$ cat config.mk
export PLATFORM = sky130hd
export DESIGN_NAME = netlist_pattern_bist_ctrl
export DESIGN_NICKNAME = d
export VERILOG_FILES = /design/src/rtl/netlist_pattern_bist_ctrl.sv
export SDC_FILE = /design/constraint.sdc
export NUM_CORES = 1
export LEC_CHECK = 0
export CELL_PAD_IN_SITES_DETAIL_PLACEMENT = 0
export CELL_PAD_IN_SITES_GLOBAL_PLACEMENT = 1
export CORE_UTILIZATION = 29
export CTS_BUF_LIST = sky130_fd_sc_hd__clkbuf_8
export DETAILED_ROUTE_END_ITERATION = 7
export PLACE_DENSITY_LB_ADDON = 0.1
export SETUP_SLACK_MARGIN = 0.05
export SYNTH_ARGS = -nofsm -noshare
export SYNTH_HDL_FRONTEND = slang
export SYNTH_SLANG_ARGS = --single-unit
$ cat constraint.sdc
create_clock -name clk -period 2.7 [get_ports clk]
set_clock_uncertainty 0.1 [all_clocks]
set_input_delay 0.54 -clock clk [delete_from_list [all_inputs] [get_ports clk]]
set_output_delay 0.54 -clock clk [all_outputs]
set_load 0.05 [all_outputs]
$ cat src/rtl/netlist_pattern_bist_ctrl.sv
// Self-test driver for a 45-input/1-output combinational netlist: LFSR patterns
// are held on the netlist inputs, the output is sampled after a settle window and folded into a CRC-16.
module netlist_pattern_bist_ctrl #(
  parameter int              IN_W        = 45,
  parameter logic [IN_W-1:0] SEED        = 45'h1,
  parameter int              SETTLE_CYC  = 2,
  parameter int              PATTERN_CNT = 256
) (
  input  logic            clk,
  input  logic            rst_n,
  input  logic            start,
  input  logic            abort,
  output logic [IN_W-1:0] pat_out,
  output logic            launch,
  input  logic            dut_resp,
  output logic            busy,
  output logic            done,
  output logic [15:0]     pat_idx,
  output logic [15:0]     signature,
  input  logic [15:0]     golden_sig,
  output logic            pass,
  output logic [2:0]      dbg_state
);

  // An all-zero seed would lock the LFSR, so it is replaced by 1.
  localparam logic [IN_W-1:0] SEED_EFF =
    (SEED == '0) ? {{(IN_W-1){1'b0}}, 1'b1} : SEED;
  localparam logic [7:0]  SETTLE_LAST = 8'(SETTLE_CYC - 1);
  localparam logic [15:0] PAT_LAST    = 16'(PATTERN_CNT - 1);

  typedef enum logic [2:0] {
    S_IDLE    = 3'd0,
    S_LAUNCH  = 3'd1,
    S_SETTLE  = 3'd2,
    S_CAPTURE = 3'd3,
    S_DONE    = 3'd4
  } state_t;

  state_t          state_q, state_d;
  logic [IN_W-1:0] pat_q, pat_d;
  logic [15:0]     sig_q, sig_d;
  logic [15:0]     idx_q, idx_d;
  logic [7:0]      cnt_q, cnt_d;

  function automatic logic [IN_W-1:0] lfsr_step(input logic [IN_W-1:0] p);
    logic fb;
    fb = p[IN_W-1] ^ p[IN_W-2] ^ p[IN_W-4] ^ p[IN_W-5];
    return {p[IN_W-2:0], fb};
  endfunction

  function automatic logic [15:0] crc_step(input logic [15:0] s, input logic r);
    logic f;
    f = s[15] ^ r;
    return {s[14:0], 1'b0} ^ (f ? 16'h1021 : 16'h0000);
  endfunction

  always_ff @(posedge clk or negedge rst_n) begin
    if (!rst_n) begin
      state_q <= S_IDLE;
      pat_q   <= SEED_EFF;
      sig_q   <= 16'hFFFF;
      idx_q   <= '0;
      cnt_q   <= '0;
    end else begin
      state_q <= state_d;
      pat_q   <= pat_d;
      sig_q   <= sig_d;
      idx_q   <= idx_d;
      cnt_q   <= cnt_d;
    end
  end

  // start is a level sampled only in IDLE/DONE; abort wins over everything,
  // and in IDLE it only reloads values that are already there.
  always_comb begin
    state_d = state_q;
    pat_d   = pat_q;
    sig_d   = sig_q;
    idx_d   = idx_q;
    cnt_d   = cnt_q;
    if (abort) begin
      state_d = S_IDLE;
      pat_d   = SEED_EFF;
      sig_d   = 16'hFFFF;
      idx_d   = '0;
    end else begin
      case (state_q)
        S_IDLE, S_DONE: begin
          if (start) begin
            state_d = S_LAUNCH;
            pat_d   = SEED_EFF;
            sig_d   = 16'hFFFF;
            idx_d   = '0;
          end
        end
        S_LAUNCH: begin
          state_d = S_SETTLE;
          cnt_d   = '0;
        end
        S_SETTLE: begin
          cnt_d = cnt_q + 8'd1;
          if (cnt_q == SETTLE_LAST) state_d = S_CAPTURE;
        end
        S_CAPTURE: begin
          sig_d = crc_step(sig_q, dut_resp);
          // The vector only moves on when another pattern follows, so DONE holds the last one.
          if (idx_q == PAT_LAST) begin
            state_d = S_DONE;
          end else begin
            idx_d   = idx_q + 16'd1;
            pat_d   = lfsr_step(pat_q);
            state_d = S_LAUNCH;
          end
        end
        default: state_d = S_IDLE;
      endcase
    end
  end

  assign pat_out   = pat_q;
  assign signature = sig_q;
  assign pat_idx   = idx_q;
  assign launch    = (state_q == S_LAUNCH);
  assign busy      = (state_q == S_LAUNCH) || (state_q == S_SETTLE) || (state_q == S_CAPTURE);
  assign done      = (state_q == S_DONE);
  assign pass      = (state_q == S_DONE) && (sig_q == golden_sig);
  assign dbg_state = state_q;

endmodule

==> results of run 1 <==
-- sequential cells by signal (all words and copies together), names as in the netlist --
register   flops
cnt_q          8
signature     16
dbg_state      3
pat_out       45
pat_idx       16
-- power by group --
group,switching [mW],internal [mW],total [mW],leakage [nW]
clock,0.471,0.608,1.08,0.120
sequential,0.0559,1.36,1.41,1.16
combinational,0.295,0.178,0.473,1.02
-- Yosys cell counts, types with 2 or more instances --
cell and n:
a21oi_1 14, a22o_1 46, a31oi_1 4, and3_1 6
buf_2 8, buf_6 3, clkbuf_1 12, dfrtp_1 71
dfstp_2 17, ha_1 3, inv_1 5, nand2_1 18
nand2b_1 2, nand3_1 9, nand4_1 10, nand4b_1 2
nor2_1 13, nor3_1 5, nor4_1 6, o211ai_1 2
o21ai_0 6, o22a_1 14, o311ai_0 3, o31ai_1 2
o41ai_1 2, or3_1 2, or4_1 4, xnor2_1 20
xor2_1 7
-- layout by cell type, fill, tap and decap left out, types with 10 or more instances in the layout --
master,Yosys,routed
dfstp_2,17,17
a21oi_1,14,14
clkdlybuf4s50_1,0,98
a22o_1,46,46
o22a_1,14,14
dfrtp_1,71,71
nor2_1,13,12
nand4_1,10,10
nand2_1,18,18
buf_4,1,16
xnor2_1,20,19
-- worst paths after layout --
check | start | end | slack (ns) | cells after the start
worst max-delay path | golden_sig[0] | pass | 0.13 | 6
worst min-delay path | rst_n | cnt_q[5] | 0.001 | 1
worst max register to register | pat_idx[0] | pat_idx[0] | 0.38 | 5
worst min register to register | pat_out[0] | pat_out[0] | 0.40 | 2
max in group asynchronous | rst_n | signature[15] | 1.86 | 2
min in group clk | pat_out[0] | pat_out[0] | 0.40 | 2
-- critical path, stage by stage --
cell and delay, ns:
clkdlybuf4s50_1 0.47, xnor2_1 0.12, nand4_1 0.13, nor4_2 0.30
and3_4 0.23, buf_12 0.13
-- logic make-up (layout without fill, tap and decap cells) --
family | after synthesis | after routing
muxes | 1 | 1
and+or+nand+nor | 87 | 87
buffers and inverters | 29 | 141
DFF | 88 | 88
xor gates and xnor gates | 27 | 27
adders and majority gates | 3 | 3
AOI/OAI and AO/OA | 106 | 106
-- layer usage --
layer	wire, um	track usage	share of wire	up-vias
li1	-	-	-	1513
met1	5050	0.218	0.49	1596
met2	4570	0.218	0.44	86
met3	554	0.0369	0.054	11
met4	156	0.0712	0.015	0
met5	0	0	0	-
-- what timing repair did --
| item | 4_1_cts | 5_1_grt |
|---|---|---|
| gates resized for setup | 2 | 4 |
| cloned | 0 | 0 |
| pin swaps | 0 | 2 |
| buffers inserted | 0 | 0 |
| setup endpoints to repair | 2 | 2 |
-- final cells by class --
class	count	area, um2	area share
Sequential cell	88	2220	0.401
Multi-Input combinational cell	224	1650	0.298
Timing Repair Buffer	120	1190	0.215
Tap cell	176	220	0.0397
Clock buffer	9	124	0.0223
Clock inverter	7	111	0.0201
Inverter	5	18.8	0.00338
==> metrics.md, run 1 <==
| Metric | Value |
|---|---|
| Outcome | completed |
| Post-detailed-route via-to-cell ratio | about 5.1 |
| Min-delay worst type | input port to asynchronous set/reset pin |
| Post-synth top area cell | dfrtp_1 |
| Number of max-cap violations | 0 |
| Final period utilization | 0.950 |
| Clk buf depth | 2 |
| Full die area | 0.0142 mm2 |
| Largest family of logic cells by synthesized area | compound AO/OA/AOI/OAI gates |
| CP Max Fanout | 1 |
| Final slew viol count | 0 |
| Setup crit end kind | primary output |
| Initial Util | 0.299 |
| Cell Pwr Density | 534 mW/mm2 |
| Synth Area in XOR/XNOR | 0.0595 |
| Post-synth EDFFs | 0 |
| Post-place instance area | ~0.0053 mm2 |
| Hold buffer count at CTS | 0 |
| Remaining DRCs | 0 |
| TritonCTS clock tree | done |
| Area grow syn2layout | 39.4% |
| Compound-Gate Fraction of Synth Area | 0.210 |
| Post-Synth Adder-Cell Area | 0.00944 |
| Final instance area | ~0.0055 mm2 |
| Total design power | ~3.0 mW |
| Post-synth top area share | 0.447 |
| Mux cell area share after synthesis | 0.00283 |
| Crit path DAT | between 1.5 and 2 ns |
| Core ar. | 0.0133 mm2 |
| Post-Syn Nets | ~370 |
| GR Util All Layers | 0.153 |
| Die Wd | 119 um |
| Total Neg Setup Slack | 0 ns |
| Num Clock Sinks | approximately 90 |
| Global-route wire length before repair | between 15000 and 20000 um |
| RSZ-0062 raised after global routing | false |
| Synth area leaders | dfrtp_1 45%, dfstp_2 11%, a22o_1 10% |
| Initial DRC count | 138 |
| Filler cells | ~1300 |
| Dpl ws | 0.00612 ns |
| Data required, critical path | 2.06 ns |
| Worst-margin pin slew | about 1.1 ns |
| Post-DP HPWL | 6980 um |
| CP Class | input port to primary output |
| Simple-gate share of the synthesized area | 0.122 |
| # setup viols final | 0 |
| Maximum clock rate | 0.390 GHz |
| Syn_area_per_cell | 11.7 um2 |
| CTS H-tree lvls | 3 |
| Sequential fraction of the synthesis area | 0.559 |
| Layout cells sized above 1 | 0.137 |
| Primary FF master, synth | dfrtp_1 |
| Final hold vios | 0 |
| Gpl congestion | 0.723 |
| Lkg Pwr | 2.31 nW |
| Worst-Skew Late Latency | 0.37 ns |
| WHS | 0.00138 ns |
| Vias post-DR | ~3200 |
| Root Driver | clkbuf_8 |
| Std cell rows | 42 |
| Die height | 119 um |
| Wire length per cell | about 16 um |
| Pin count of the biggest net entering global routing | 48 |
| Synth warn | 0 |
| DR pass1 iterations | 4 |
| Placed cells | 613 |
| Post-Syn Area | between 0.003 and 0.004 mm2 |
| Total CTS buffers | 9 |
| Post-layout util | 0.417 |
| Startpoint Class | input port |
| Final worst path period need | ~2.6 ns |
| Mapped Cells | 341 |
| # diodes | 0 |
| Grt ovf | 0 |
| Max IR drop VDD | 0.000275 V |
| Register bit total from synthesis | 88 |
| Unique masters post-synth | 54 |
| Vias in the first global route | between 3000 and 4000 |
| Nets@finish | 472 |
| Total Wirelength | 10300 um |
| Clock-pin slew on the worst setup and hold paths | 0.09 ns |
| Final WS setup | 0.135 ns |
| Buffers on Ports | 104 |
| Async S/R FF share, synth | 1.00 |
| Final ANT Viol Nets | 0 |
| Rel. slew slack | 0.285 |
| Final Instance Count excl. Fillers | 629 |
| Num ports | 105 |
| Antenna violations before repair | 0 |
(Power assumes the default switching activity.)
==> run 2: changes to the inputs <==
--- a/config.mk
+++ b/config.mk
@@ -5,10 +5,13 @@
 export SDC_FILE = /design/constraint.sdc
 export NUM_CORES = 1
 export LEC_CHECK = 0
+export ABC_AREA = 1
 export CELL_PAD_IN_SITES_DETAIL_PLACEMENT = 0
 export CELL_PAD_IN_SITES_GLOBAL_PLACEMENT = 1
+export CORE_MARGIN = 2
 export CORE_UTILIZATION = 29
 export CTS_BUF_LIST = sky130_fd_sc_hd__clkbuf_8
+export CTS_CLUSTER_SIZE = 20
 export DETAILED_ROUTE_END_ITERATION = 7
 export PLACE_DENSITY_LB_ADDON = 0.1
 export SETUP_SLACK_MARGIN = 0.05
==> run 2 against run 1 <==
Net effect: via count increased by 21%; sequential cell count unchanged; first-iteration DRC count increased by 59%; sequential share of layout area decreased by 1.9 points; largest power group unchanged; highest routed layer unchanged.
==> metrics.md, run 2 <==
| Metric | Value |
|---|---|
| Outcome | completed (unchanged) |
| Initial DRC count | 219 (was 138) |
| Max FFs per register | 45 (unchanged) |
| Cell Pwr Density | 477 mW/mm2 (was 534 mW/mm2) |
| RSZ-0062 raised after global routing | false (unchanged) |
| Final ANT Viol Nets | 0 (unchanged) |
| DR pass1 iterations | 4 (unchanged) |
| Register bit total from synthesis | 88 (unchanged) |
| Nets@finish | 689 (was 472) |
| Maximum clock rate | 0.401 GHz (was 0.390 GHz) |
| Startpoint Class | register (was input port) |
| Vias post-DR | 3872 (was 3206) |
| Unique masters post-synth | 35 (was 54) |
| Post-synth EDFFs | 0 (unchanged) |
| Die Wd | 126 um (was 119 um) |
| Remaining DRCs | 0 (unchanged) |
| WHS | 0.394 ns (was 0.00138 ns) |
| Clock-pin slew on the worst setup and hold paths | 0.09 ns (about the same) |
| Final hold vios | 0 (unchanged) |
| Synth area leaders | dfrtp_1 41%, nand2_1 21%, dfstp_2 10% (was dfrtp_1 45%, dfstp_2 11%, a22o_1 10%) |
| Clk buf depth | 2 (unchanged) |
| Gpl congestion | 0.824 (was 0.723) |
| # setup viols final | 0 (unchanged) |
| CP Class | register to primary output (was input port to primary output) |
| Max Used Layer | met4 (unchanged) |
| Data required, critical path | 2.06 ns (about the same) |
| Post-place instance area | 0.00563 mm2 (was 0.00529 mm2) |
| Most frequent cells in the layout | 241 x nand2_1, 100 x clkdlybuf4s50_1, 71 x dfrtp_1 (was 98 x clkdlybuf4s50_1, 71 x dfrtp_1, 46 x a22o_1) |
| Root Driver | clkbuf_8 (unchanged) |
| Post-Syn Area | 0.00433 mm2 (was 0.00398 mm2) |
| Async S/R FF share, synth | 1.00 (unchanged) |
| Total design power | 2.78 mW (was 2.96 mW) |
| Initial Util | 0.297 (was 0.299) |
| Num Clock Sinks | 88 (unchanged) |
| Layout cells sized above 1 | 0.0985 (was 0.137) |
| Crit path DAT | 1.86 ns (was 1.93 ns) |
| Setup crit end kind | primary output (unchanged) |
| Global-route wire length before repair | 19600 um (was 17200 um) |
| Final instance area | 0.00582 mm2 (was 0.00555 mm2) |
| Synth warn | 0 (unchanged) |
| Sequential fraction of the synthesis area | 0.513 (was 0.559) |
| Syn_area_per_cell | 7.84 um2 (was 11.7 um2) |
| CP Max Fanout | 5 (was 1) |
| Die height | 126 um (was 119 um) |
| M1 WL | 5450 um (was 5050 um) |
| Worst-margin pin slew | 0.538 ns (was 1.07 ns) |
| # diodes | 0 (unchanged) |
| Total CTS buffers | 9 (unchanged) |
| Num ports | 105 (unchanged) |
| Top-count cell post-synth | nand2_1 (was dfrtp_1) |
| Lkg Pwr | 2.79 nW (was 2.31 nW) |
| Std cell rows | 44 (was 42) |
| Primary FF master, synth | dfrtp_1 (unchanged) |
| Core ar. | 0.0146 mm2 (was 0.0133 mm2) |
| Min-delay worst type | register to register (was input port to asynchronous set/reset pin) |
| TritonCTS clock tree | done (unchanged) |
| Post-synth top area cell | dfrtp_1 (unchanged) |
| Mapped Cells | 553 (was 341) |
| Met2 wire length | 5190 um (was 4570 um) |
| Worst-Skew Late Latency | 0.38 ns (was 0.37 ns) |
| CTS H-tree lvls | 3 (unchanged) |
| Grt ovf | 0 (unchanged) |
| Post-CTS setup-driven buffer insertion count | 0 (unchanged) |
| Total Neg Setup Slack | 0 ns (unchanged) |
| GR Util All Layers | 0.153 (about the same) |
| Post-layout util | 0.399 (was 0.417) |
| Buffers on Ports | 104 (unchanged) |
| Antenna violations before repair | 0 (unchanged) |
| Wire length per cell | 13.6 um (was 16.4 um) |
| Commonest non-fill, non-tap cell in the layout | nand2_1 (was clkdlybuf4s50_1) |
| Total Wirelength | 11600 um (was 10300 um) |
| Routed wl met3 | 758 um (was 554 um) |
| Final slew viol count | 0 (unchanged) |
| Post-synth top area share | 0.410 (was 0.447) |
| Post-Syn Nets | 577 (was 365) |
| Post-DP HPWL | 8030 um (was 6980 um) |
| Synth cell count leaders | 241 x nand2_1, 71 x dfrtp_1, 51 x nor2_1 (was 71 x dfrtp_1, 46 x a22o_1, 20 x xnor2_1) |
| Max IR drop VDD | 0.000273 V (was 0.000275 V) |
| Number of max-cap violations | 0 (unchanged) |
| Final period utilization | 0.924 (was 0.950) |
| Pin count of the biggest net entering global routing | 53 (was 48) |
| Rel. slew slack | 0.640 (was 0.285) |
| Area grow syn2layout | 34.3% (was 39.4%) |
| Post-detailed-route via-to-cell ratio | 4.53 (was 5.10) |
| Full die area | 0.0159 mm2 (was 0.0142 mm2) |
| Final worst path period need | 2.50 ns (was 2.57 ns) |
| Vias in the first global route | 3794 (was 3176) |
## run 2: changes by cell type after synthesis, moves of 6 or more
cell	delta
nand2_1	+223
a22o_1	-46
nor2_1	+38
inv_1	+33
nand3_1	+20
o21ai_0	+15
o22a_1	-14
xnor2_1	-13
clkbuf_1	-12
nor4_1	-6
## run 2: report_power, final
part           switching [mW]  internal, mW
combinational           0.363         0.172
clock                   0.493         0.353
sequential             0.0386          1.36
total                   0.895          1.88
## run 2: layout make-up
cell class / count / area (um2)
Tap cell: 184 / 230
Inverter: 41 / 155
Fill cell: 1461 / 8770
Sequential cell: 88 / 2220
Clock inverter: 6 / 36.3
Multi-Input combinational cell: 410 / 1870
Clock buffer: 10 / 138
Timing Repair Buffer: 115 / 1170
## run 2: routing by layer
layer / vias to the layer above / track usage
li1: 1963 / -
met1: 1792 / 0.200
met2: 98 / 0.236
met3: 19 / 0.0586
met4: 0 / 0.0472
met5: - / 0
## run 2: path summary, 6_finish.rpt
path	start	to	slack (ns)	cells after the start
setup / recovery	dbg_state[1]	pass	0.20	8
hold / removal	pat_out[0]	pat_out[0]	0.39	2
setup reg to reg	pat_idx[1]	pat_out[0]	0.69	10
hold reg to reg	pat_out[0]	pat_out[0]	0.39	2
max in group asynchronous	rst_n	signature[12]	1.31	3
min in group asynchronous	rst_n	pat_idx[5]	0.53	2
## run 2: cells by family (layout without fill, tap and decap cells)
logic type	count (synthesis)	in the layout	share of synthesized area
flip-flops	88	88	0.513
XOR/XNOR	10	10	0.0202
AO/OA/AOI/OAI	46	46	0.0595
adder cells (fa/ha/maj)	3	3	0.00866
buffers and inverters	55	172	0.0621
AND/OR/NAND/NOR	351	351	0.336
## run 2: timing repair
action,CTS,global route
gates cloned,0,0
hold buffers,1,0
endpoints found under the setup margin,2,1
endpoints found under the hold margin,25,0
gates resized for setup,2,1
pin swaps,0,0
## run 2: stage by stage
step,worst slack [ns],instances
5_1_grt,0.0578,854
2_1_floorplan,0.118,553
3_5_place_dp,0.230,837
4_1_cts,0.0818,854
6_report,0.205,854
3_3_place_gp,0.256,837
## run 2: worst max-delay path, cell delays in order (launching register included)
cell,delay [ns]
dfrtp_1,0.46
nor2_4,0.18
inv_1,0.12
nor2_4,0.11
nand2_1,0.06
nor2_1,0.16
nand3_1,0.11
nor2_2,0.13
buf_12,0.15
